`config.mk`:
```
export PLATFORM = sky130hd
export DESIGN_NAME = hazard_fwd_ctrl_flat
export DESIGN_NICKNAME = d
export VERILOG_FILES = /design/src/rtl/hazard_fwd_ctrl_pkg.sv /design/src/rtl/hazard_fwd_ctrl_if.sv /design/src/rtl/hazard_fwd_ctrl_fwd_sel.sv /design/src/rtl/hazard_fwd_ctrl.sv /design/src/flat_wrapper.sv
export SDC_FILE = /design/constraint.sdc
export NUM_CORES = 1
export LEC_CHECK = 0
export ABC_AREA = 0
export ABC_CLOCK_PERIOD_IN_PS = 1200
export CELL_PAD_IN_SITES_DETAIL_PLACEMENT = 1
export CELL_PAD_IN_SITES_GLOBAL_PLACEMENT = 1
export CORE_MARGIN = 5
export CORE_UTILIZATION = 43
export CTS_CLUSTER_SIZE = 40
export DETAILED_ROUTE_END_ITERATION = 8
export DONT_BUFFER_PORTS = 1
export PLACE_DENSITY_LB_ADDON = 0.1
export SLEW_MARGIN = 5
export SYNTH_ARGS = -nofsm -noshare
export SYNTH_HDL_FRONTEND = slang
export SYNTH_SLANG_ARGS = --single-unit
```
`constraint.sdc`:
```
create_clock -name clk -period 1.2 [get_ports clk]
set_input_delay 0.12 -clock clk [delete_from_list [all_inputs] [get_ports clk]]
set_output_delay 0.12 -clock clk [all_outputs]
set_load 0.02 [all_outputs]
```
`src/rtl/hazard_fwd_ctrl_pkg.sv`:
```
// hazard_pkg: shared constants and slot types for hazard_fwd_ctrl.
// Mux select codes name the stage whose result feeds the operand.
package hazard_pkg;

  localparam int RA_W   = 5;
  localparam int STAT_W = 16;

  localparam logic [1:0] SEL_REG = 2'b00;
  localparam logic [1:0] SEL_EX  = 2'b01;
  localparam logic [1:0] SEL_DM  = 2'b10;
  localparam logic [1:0] SEL_WB  = 2'b11;

  // OP slot: the load flag only matters while the load sits in OP
  typedef struct packed {
    logic            v;
    logic            we;
    logic            ld;
    logic [RA_W-1:0] rw;
  } slot_t;

  // EX/DM slots: past OP a load's result has a fixed forward path
  typedef struct packed {
    logic            v;
    logic            we;
    logic [RA_W-1:0] rw;
  } pipe_t;

  function automatic logic wr_hit(
    input logic            v,
    input logic            we,
    input logic [RA_W-1:0] rw,
    input logic [RA_W-1:0] src
  );
    return v & we & (rw == src);
  endfunction

endpackage

```
`src/rtl/hazard_fwd_ctrl_if.sv`:
```
// hazard_fwd_ctrl_if: decode fields in, operand selects out.
// stall_cnt exists only when FWD_STATS_EN is defined.
interface hazard_fwd_ctrl_if;
  import hazard_pkg::*;

  logic            id_valid;
  logic [RA_W-1:0] id_RA;
  logic [RA_W-1:0] id_RB;
  logic [RA_W-1:0] id_RW;
  logic            id_we;
  logic            id_is_load;
  logic            id_use_imm;
  logic            flush;
  logic [1:0]      mux_sel_A;
  logic [1:0]      mux_sel_B;
  logic            imm_sel;
  logic            stall;
  logic [RA_W-1:0] RW_dm;
  logic            dm_we;
`ifdef FWD_STATS_EN
  logic [STAT_W-1:0] stall_cnt;
`endif

  modport master (
    output id_valid, id_RA, id_RB, id_RW,
    output id_we, id_is_load, id_use_imm, flush,
    input  mux_sel_A, mux_sel_B, imm_sel,
    input  stall, RW_dm, dm_we
`ifdef FWD_STATS_EN
    , input stall_cnt
`endif
  );

  modport slave (
    input  id_valid, id_RA, id_RB, id_RW,
    input  id_we, id_is_load, id_use_imm, flush,
    output mux_sel_A, mux_sel_B, imm_sel,
    output stall, RW_dm, dm_we
`ifdef FWD_STATS_EN
    , output stall_cnt
`endif
  );

endinterface

```
`src/rtl/hazard_fwd_ctrl_fwd_sel.sv`:
```
// fwd_sel: youngest-writer priority compare of one source register.
// A load in OP is skipped; its data is not on ans_ex.
module fwd_sel
  import hazard_pkg::*;
(
  input  logic [RA_W-1:0] src,
  input  slot_t           op,
  input  pipe_t           ex,
  input  pipe_t           dm,
  output logic [1:0]      sel
);

  logic hit_op;
  logic hit_ex;
  logic hit_dm;

  assign hit_op = wr_hit(op.v, op.we, op.rw, src) & ~op.ld;
  assign hit_ex = wr_hit(ex.v, ex.we, ex.rw, src);
  assign hit_dm = wr_hit(dm.v, dm.we, dm.rw, src);

  // nearest writer wins; stages shift one step as the consumer enters OP
  always_comb begin
    sel = SEL_REG;
    priority case (1'b1)
      hit_op:  sel = SEL_EX;
      hit_ex:  sel = SEL_DM;
      hit_dm:  sel = SEL_WB;
      default: sel = SEL_REG;
    endcase
  end

endmodule

```
`src/rtl/hazard_fwd_ctrl.sv`:
```
// hazard_fwd_ctrl: load-use stall and operand forwarding selects.
// Build option FWD_STATS_EN adds a saturating stall counter.
module hazard_fwd_ctrl
  import hazard_pkg::*;
(
  input logic              clk,
  input logic              rst,
  hazard_fwd_ctrl_if.slave bus
);

  slot_t      op_q;
  pipe_t      ex_q;
  pipe_t      dm_q;
  logic       ld_op;
  logic       stall;
  logic       accept;
  logic [1:0] sel_a;
  logic [1:0] sel_b;

  assign ld_op = op_q.v & op_q.we & op_q.ld;

  assign stall = bus.id_valid & ld_op
               & ((bus.id_RA == op_q.rw)
               | (~bus.id_use_imm & (bus.id_RB == op_q.rw)));

  assign accept = bus.id_valid & ~stall & ~bus.flush;

  fwd_sel u_sel_a (
    .src (bus.id_RA),
    .op  (op_q),
    .ex  (ex_q),
    .dm  (dm_q),
    .sel (sel_a)
  );

  fwd_sel u_sel_b (
    .src (bus.id_RB),
    .op  (op_q),
    .ex  (ex_q),
    .dm  (dm_q),
    .sel (sel_b)
  );

  // advance slots; flush kills decode and the OP instruction
  always_ff @(posedge clk or posedge rst) begin
    if (rst) begin
      op_q <= '0;
      ex_q <= '0;
      dm_q <= '0;
    end else begin
      op_q.v  <= accept;
      op_q.we <= bus.id_we;
      op_q.ld <= bus.id_is_load;
      op_q.rw <= bus.id_RW;
      ex_q.v  <= op_q.v & ~bus.flush;
      ex_q.we <= op_q.we;
      ex_q.rw <= op_q.rw;
      dm_q.v  <= ex_q.v;
      dm_q.we <= ex_q.we;
      if (ex_q.v) dm_q.rw <= ex_q.rw;
    end
  end

  // register selects for the instruction entering OP
  always_ff @(posedge clk or posedge rst) begin
    if (rst) begin
      bus.mux_sel_A <= SEL_REG;
      bus.mux_sel_B <= SEL_REG;
      bus.imm_sel   <= 1'b0;
    end else if (accept) begin
      bus.mux_sel_A <= sel_a;
      bus.mux_sel_B <= sel_b;
      bus.imm_sel   <= bus.id_use_imm;
    end else begin
      bus.mux_sel_A <= SEL_REG;
      bus.mux_sel_B <= SEL_REG;
      bus.imm_sel   <= 1'b0;
    end
  end

  assign bus.stall = stall;
  assign bus.RW_dm = dm_q.rw;
  assign bus.dm_we = dm_q.v & dm_q.we;

`ifdef FWD_STATS_EN
  logic [STAT_W-1:0] cnt_q;

  // count inserted bubbles, saturating
  always_ff @(posedge clk or posedge rst) begin
    if (rst) cnt_q <= '0;
    else if (stall & ~bus.flush & ~&cnt_q)
      cnt_q <= cnt_q + 1'b1;
  end

  assign bus.stall_cnt = cnt_q;
`endif

endmodule
```
`src/flat_wrapper.sv`:
```
// flat-port wrapper written by rule: the top's interface ports become plain ports
module hazard_fwd_ctrl_flat import hazard_pkg::*;
  (clk, rst, bus_id_valid, bus_id_RA, bus_id_RB, bus_id_RW, bus_id_we, bus_id_is_load, bus_id_use_imm, bus_flush, bus_mux_sel_A, bus_mux_sel_B, bus_imm_sel, bus_stall, bus_RW_dm, bus_dm_we);
  hazard_fwd_ctrl_if bus_i ();
  input logic clk;
  input logic rst;
  input wire logic [$bits(bus_i.id_valid)-1:0] bus_id_valid;
  input wire logic [$bits(bus_i.id_RA)-1:0] bus_id_RA;
  input wire logic [$bits(bus_i.id_RB)-1:0] bus_id_RB;
  input wire logic [$bits(bus_i.id_RW)-1:0] bus_id_RW;
  input wire logic [$bits(bus_i.id_we)-1:0] bus_id_we;
  input wire logic [$bits(bus_i.id_is_load)-1:0] bus_id_is_load;
  input wire logic [$bits(bus_i.id_use_imm)-1:0] bus_id_use_imm;
  input wire logic [$bits(bus_i.flush)-1:0] bus_flush;
  output wire logic [$bits(bus_i.mux_sel_A)-1:0] bus_mux_sel_A;
  output wire logic [$bits(bus_i.mux_sel_B)-1:0] bus_mux_sel_B;
  output wire logic [$bits(bus_i.imm_sel)-1:0] bus_imm_sel;
  output wire logic [$bits(bus_i.stall)-1:0] bus_stall;
  output wire logic [$bits(bus_i.RW_dm)-1:0] bus_RW_dm;
  output wire logic [$bits(bus_i.dm_we)-1:0] bus_dm_we;
  assign bus_i.id_valid = bus_id_valid;
  assign bus_i.id_RA = bus_id_RA;
  assign bus_i.id_RB = bus_id_RB;
  assign bus_i.id_RW = bus_id_RW;
  assign bus_i.id_we = bus_id_we;
  assign bus_i.id_is_load = bus_id_is_load;
  assign bus_i.id_use_imm = bus_id_use_imm;
  assign bus_i.flush = bus_flush;
  assign bus_mux_sel_A = bus_i.mux_sel_A;
  assign bus_mux_sel_B = bus_i.mux_sel_B;
  assign bus_imm_sel = bus_i.imm_sel;
  assign bus_stall = bus_i.stall;
  assign bus_RW_dm = bus_i.RW_dm;
  assign bus_dm_we = bus_i.dm_we;
  hazard_fwd_ctrl u_core (.clk(clk), .rst(rst), .bus(bus_i));
endmodule
```
==> Yosys cells after proc, flatten, opt, wreduce, memory -nomap -nowiden <==
Index checks and enable logic that the tools add are counted.
{ "word_totals": {"inputBits": 22, "register_bits": 27, "word_cells": 53, "output_inout_bits": 12} }
{ "op_classes": {"eq_ne": 8, "n_mux": 9, "n_bitwise": 23} }
{ "op_table": {"columns": ["op", "n"], "rows": [
  ["$eq 5x5->1", 8],
  ["$and 1x1->1", 18],
  ["$mux 2", 8],
  ["$not 1->1", 4],
  ["$mux 1", 1],
  ["$or 1x1->1", 1]
]} }

==> Logic depth before layout (Yosys ltp) <==
{ "logic_depth": {"word_depth": 8, "mapped_depth": 5, "mapped_depth_nobuf": 5} }

==> By module <==
Synthesis repeated with hierarchy kept, for this count alone.
{ "unflattened": {"hier_cells": 124, "area_unflattened_um2": 1373.8} }
{ "modules_own_cells": {"columns": ["module", "seq_area_each_um2", "n_inst", "cells_per_inst", "area_each_um2"], "rows": [
  ["hazard_fwd_ctrl", 675.6, 1, 68, 963.4],
  ["fwd_sel", 0.0, 2, 28, 205.2]
]} }

==> Least setup slack after synthesis <==
OpenSTA, ideal clock, no wires.
{ "synth_path": {"path_type": "reg2reg", "from": "register u_core.op_q[0] (netlist bit)", "to": "register u_core.bus.mux_sel_B[1]", "n_path_buf": 0, "path_stages_with_launch": 6, "period_less_slack_ns": 1.323, "setup_time_ns": 0.120, "path_slack_ns": -0.123, "t_required_ns": 1.080, "t_arrival_ns": 1.203, "path_cell_list": "dfrtp_1 -> xor2_1 -> nor3_2 -> nand3b_2 -> nand3_2 -> and3b_1"} }
{ "synth_via": {"elab_chain_len": 8, "elab_cells_between_ends": 13, "cone_classes": "eq/ne: 3; mux: 2; bitwise: 8"} }
{ "synth_rtl": {"columns": ["item", "line_no", "text"], "rows": [
  ["from (decl)", "hazard_fwd_ctrl.sv:11", "slot_t op_q;"],
  ["$eq 5x5->1", "hazard_fwd_ctrl_pkg.sv:34, hazard_fwd_ctrl.sv:24", null],
  ["$and 1x1->1", "hazard_fwd_ctrl.sv:24", "| (~bus.id_use_imm & (bus.id_RB == op_q.rw)));"],
  ["$or 1x1->1", "hazard_fwd_ctrl.sv:24", null],
  ["$and 1x1->1", "hazard_fwd_ctrl.sv:23", "& ((bus.id_RA == op_q.rw)"],
  ["$not 1->1", "hazard_fwd_ctrl.sv:26", "assign accept = bus.id_valid & ~stall & ~bus.flush;"],
  ["$and 1x1->1 (2 in series)", "hazard_fwd_ctrl.sv:26", null],
  ["$mux 2 (*)", "hazard_fwd_ctrl.sv:70", "end else if (accept) begin"],
  ["to (signal assigned)", "hazard_fwd_ctrl.sv:72", "bus.mux_sel_B <= sel_b;"],
  ["to (decl)", "hazard_fwd_ctrl_if.sv:37", "output mux_sel_A, mux_sel_B, imm_sel,"]
]} }
Every way passes the cells marked *; elsewhere a longest branch is shown, timed or not.
A chain may end at the register's enable or synchronous reset.

==> Worst setup path after layout <==
{ "layout_path": {"from": "register u_core.op_q[3] (netlist bit)", "to": "output port bus_stall"} }
{ "layout_via": {"elab_chain_len": 4, "elab_cells_between_ends": 5, "cone_classes": "eq/ne: 2; bitwise: 3"} }
{ "layout_rtl": {"columns": ["item", "line_no", "text"], "rows": [
  ["$eq 5x5->1", "hazard_fwd_ctrl.sv:24", null],
  ["$and 1x1->1", "hazard_fwd_ctrl.sv:24", null],
  ["$or 1x1->1 (*)", "hazard_fwd_ctrl.sv:24", null],
  ["$and 1x1->1 (*)", "hazard_fwd_ctrl.sv:23", null],
  ["to (decl)", "flat_wrapper.sv:18", "output wire logic [$bits(bus_i.stall)-1:0] bus_stall;"]
]} }
Marks and branches as above.

==> reports/metrics.csv <==
metric,value,unit
status,"finished, violations left",
violations,negative setup slack,
ys_ff_latch,27,
dpl.cell_count,148,
yosysSeqAreaShare,53.62,%
postSynth.asyncResetShare,100.0,%
fin_cells,166,
ys_top_cells_by_area,"dfrtp_1 54%, xor2_1 16%, xnor2_1 4.9%",
fp.dieArea,0.004113,mm^2
worstSkewPairLatency,0.32,ns
busiest_layer,met2,
dp_slack,-0.3206,ns
cts_tree,built,
cts_sinks,27,
crit_path_start_kind,flip-flop,
crit_type,flip-flop to primary output,
clockRootBuffer,clkbuf_4,
syn_to_final_growth,28.90,%
cts.clk_slew.worst_paths,0.15,ns
yosysMostFrequentCell,dfrtp_1,
hold_depth,3,
hold_viol_final,0,
cp.required,1.08,ns
drc_errors,0,
nets,158,
power_density,1164,mW/mm^2
crit_path_end_kind,primary output,
synth_common_cells,"27 x dfrtp_1, 23 x xor2_1, 7 x xnor2_1",
slowest_stage,dfrtp_1,
post-route-period-util,134.8,%
cp-startpoint,u_core.op_q[3],
rsz0062_at_grt,yes,
r2r.worst_path.cells,7,
grt.overflow.total,0,
min_period,1.617,ns
synthAdderAreaFrac,0,%
hpwlAfterDp,2.269,mm
drt_iter0_drc,9,
grt_pass1_vias,964,
clockBufferDepth,2,
groute.usage.overall,16.05,%
fill_cells,292,
h-tree-depth,1,
synth_top_family_by_area,XOR/XNOR gates,
syn_inst,106,
layout-drive-gt1-share,34.07,%
antenna_found_initial,0,
slew_headroom,76.82,%
netlist_area,0.001260,mm^2
gr-usage-met1,19.09,%
wl_per_cell,18.70,um
fmax,618.3,MHz
setup_viol,7,
start_util,45.30,%
fp.dieW,64.13,um
synth_ff_type,dfrtp_1,
path_cells,xor2_1 > nor3_2 > buf_4 > nand3b_4 > nand2_4,
diodes,0,
grtUsageMet3,3.853,%
fp.coreArea,0.002781,mm^2
setup_slack,-0.4173,ns
drt_wl_total,3.104,mm
dieHeight,64.13,um
grt_pass1_wl,4.968,mm
cp_max_fo,3,
timing_worst_slew_pin_value,0.3477,ns
ys_warn_count,0,
fin_util,58.39,%
port_buffers,0,
power_leakage,0.7417,nW
gr-usage-met2,28.64,%
finalClockSkew,0.004499,ns
grt_max_degree,28,
syn_nets,128,
synth_enable_flop_cells,0,
drtAntennaViolNets,0,
numCtsBuffers,3,
synth_mux_area_share,4.469,%
detail_route.vias_per_cell,5.253,
synth_top_area_share,53.62,%
avgSynthCellArea,11.89,um^2
finalMaxSlewViolations,0,
crit-reg2reg-launch,u_core.op_q[3],
synthXorXnorAreaFrac,20.85,%
hold_class,input port to flip-flop,
synth-compound-area-share,1.688,%
critPathArrivalTime,1.50,ns
firstDrtPassIters,4,
vias,872,
gp_congestion,0.7368,
synth_cell_types,24,
yosys.area_share.simple,15.19,%
core.rowCount,19,
yosys.area.top_type,dfrtp_1,
critical_path.max_stage_delay,0.44,ns
peakVddDrop,0.7805,mV
cap_violations,0,
ios,34,
hold_start,bus_flush,
[through the flow]
stage          total power [mW]  instance area, um^2  hold slack [ns]  setup TNS [ns]
5_1_grt                   1.985                 1624          0.03850          -2.787
4_1_cts                   1.877                 1590          0.02553          -2.016
6_report                  1.890                 1624          0.02549          -2.234
2_1_floorplan             1.320                 1267           0.1514         -0.2129
3_3_place_gp              1.422                 1393          0.09100          -1.501
3_5_place_dp              1.439                 1393          0.09676          -1.706
[worst max-delay path: cells and delay by family (launching register included)]
kind                   cells  cell delay, ns
XOR/XNOR                   1            0.17
buffers and inverters      1            0.16
flip-flops                 1            0.44
AND/OR/NAND/NOR            3            0.41
[repair_timing]
item / 4_1_cts / 5_1_grt
pin swaps: 6 / 3
setup endpoints to repair: 8 / 10
endpoints found under the hold margin: 36 / 0
setup buffers: 3 / 1
hold buffers: 10 / 0
gates resized for setup: 10 / 8
[where the power goes]
group,total (mW),internal (mW),switching (mW)
logic,0.452,0.234,0.218
registers,1.04,0.973,0.0657
clock network,0.399,0.130,0.269
total,1.89,1.34,0.553
[registers in the layout (all words and copies together), names as in the netlist]
register,flops
u_core.bus.imm_sel,1
u_core.bus.RW_dm,5
u_core.bus.mux_sel_B,2
u_core.op_q,8
u_core.bus.mux_sel_A,2
u_core.ex_q,7
u_core.dm_q,2
[layout make-up]
cell class,count,area (um^2),share of cell area (%)
clock buffers,4,26.28,1.618
inverters,3,11.26,0.6934
multi-input cells,70,598.1,36.83
flip-flops and latches,27,676.9,41.68
well taps,31,38.79,2.388
repair buffers,31,272.8,16.80
[path summary, 6_finish.rpt]
check,end,slack [ns]
min reg2reg,u_core.ex_q[5],0.45
min,u_core.op_q[7],0.03
max reg2reg,u_core.bus.mux_sel_B[1],-0.36
min in group asynchronous,u_core.op_q[5],0.27
max in group asynchronous,u_core.bus.RW_dm[3],0.64
max,bus_stall,-0.42
[logic make-up (layout without fill, tap and decap cells)]
group,Yosys count,in the layout
xor gates and xnor gates,30,30
buffers and inverters,9,38
and+or+nand+nor,32,32
muxes,5,5
DFF,27,27
AOI/OAI and AO/OA,3,3
[cells in the final DEF, fill, tap and decap left out, types with 3 or more instances in the layout]
cell type      instances
xor2_1                23
dfrtp_1               26
nor3_2                 3
buf_6                  4
dlygate4sd3_1         10
nand3_1                3
buf_4                 17
mux2_2                 5
xnor2_1                7
nor2_1                 3
clkbuf_4               3
nand4_1                4
nand2_1                3
[layer usage]
layer | up-vias | wire length (um)
li1 | 405 | -
met4 | 0 | 25
met2 | 22 | 1664
met3 | 4 | 155
met5 | - | 0
met1 | 441 | 1257
Note: power is estimated with default switching activity, not from simulation.
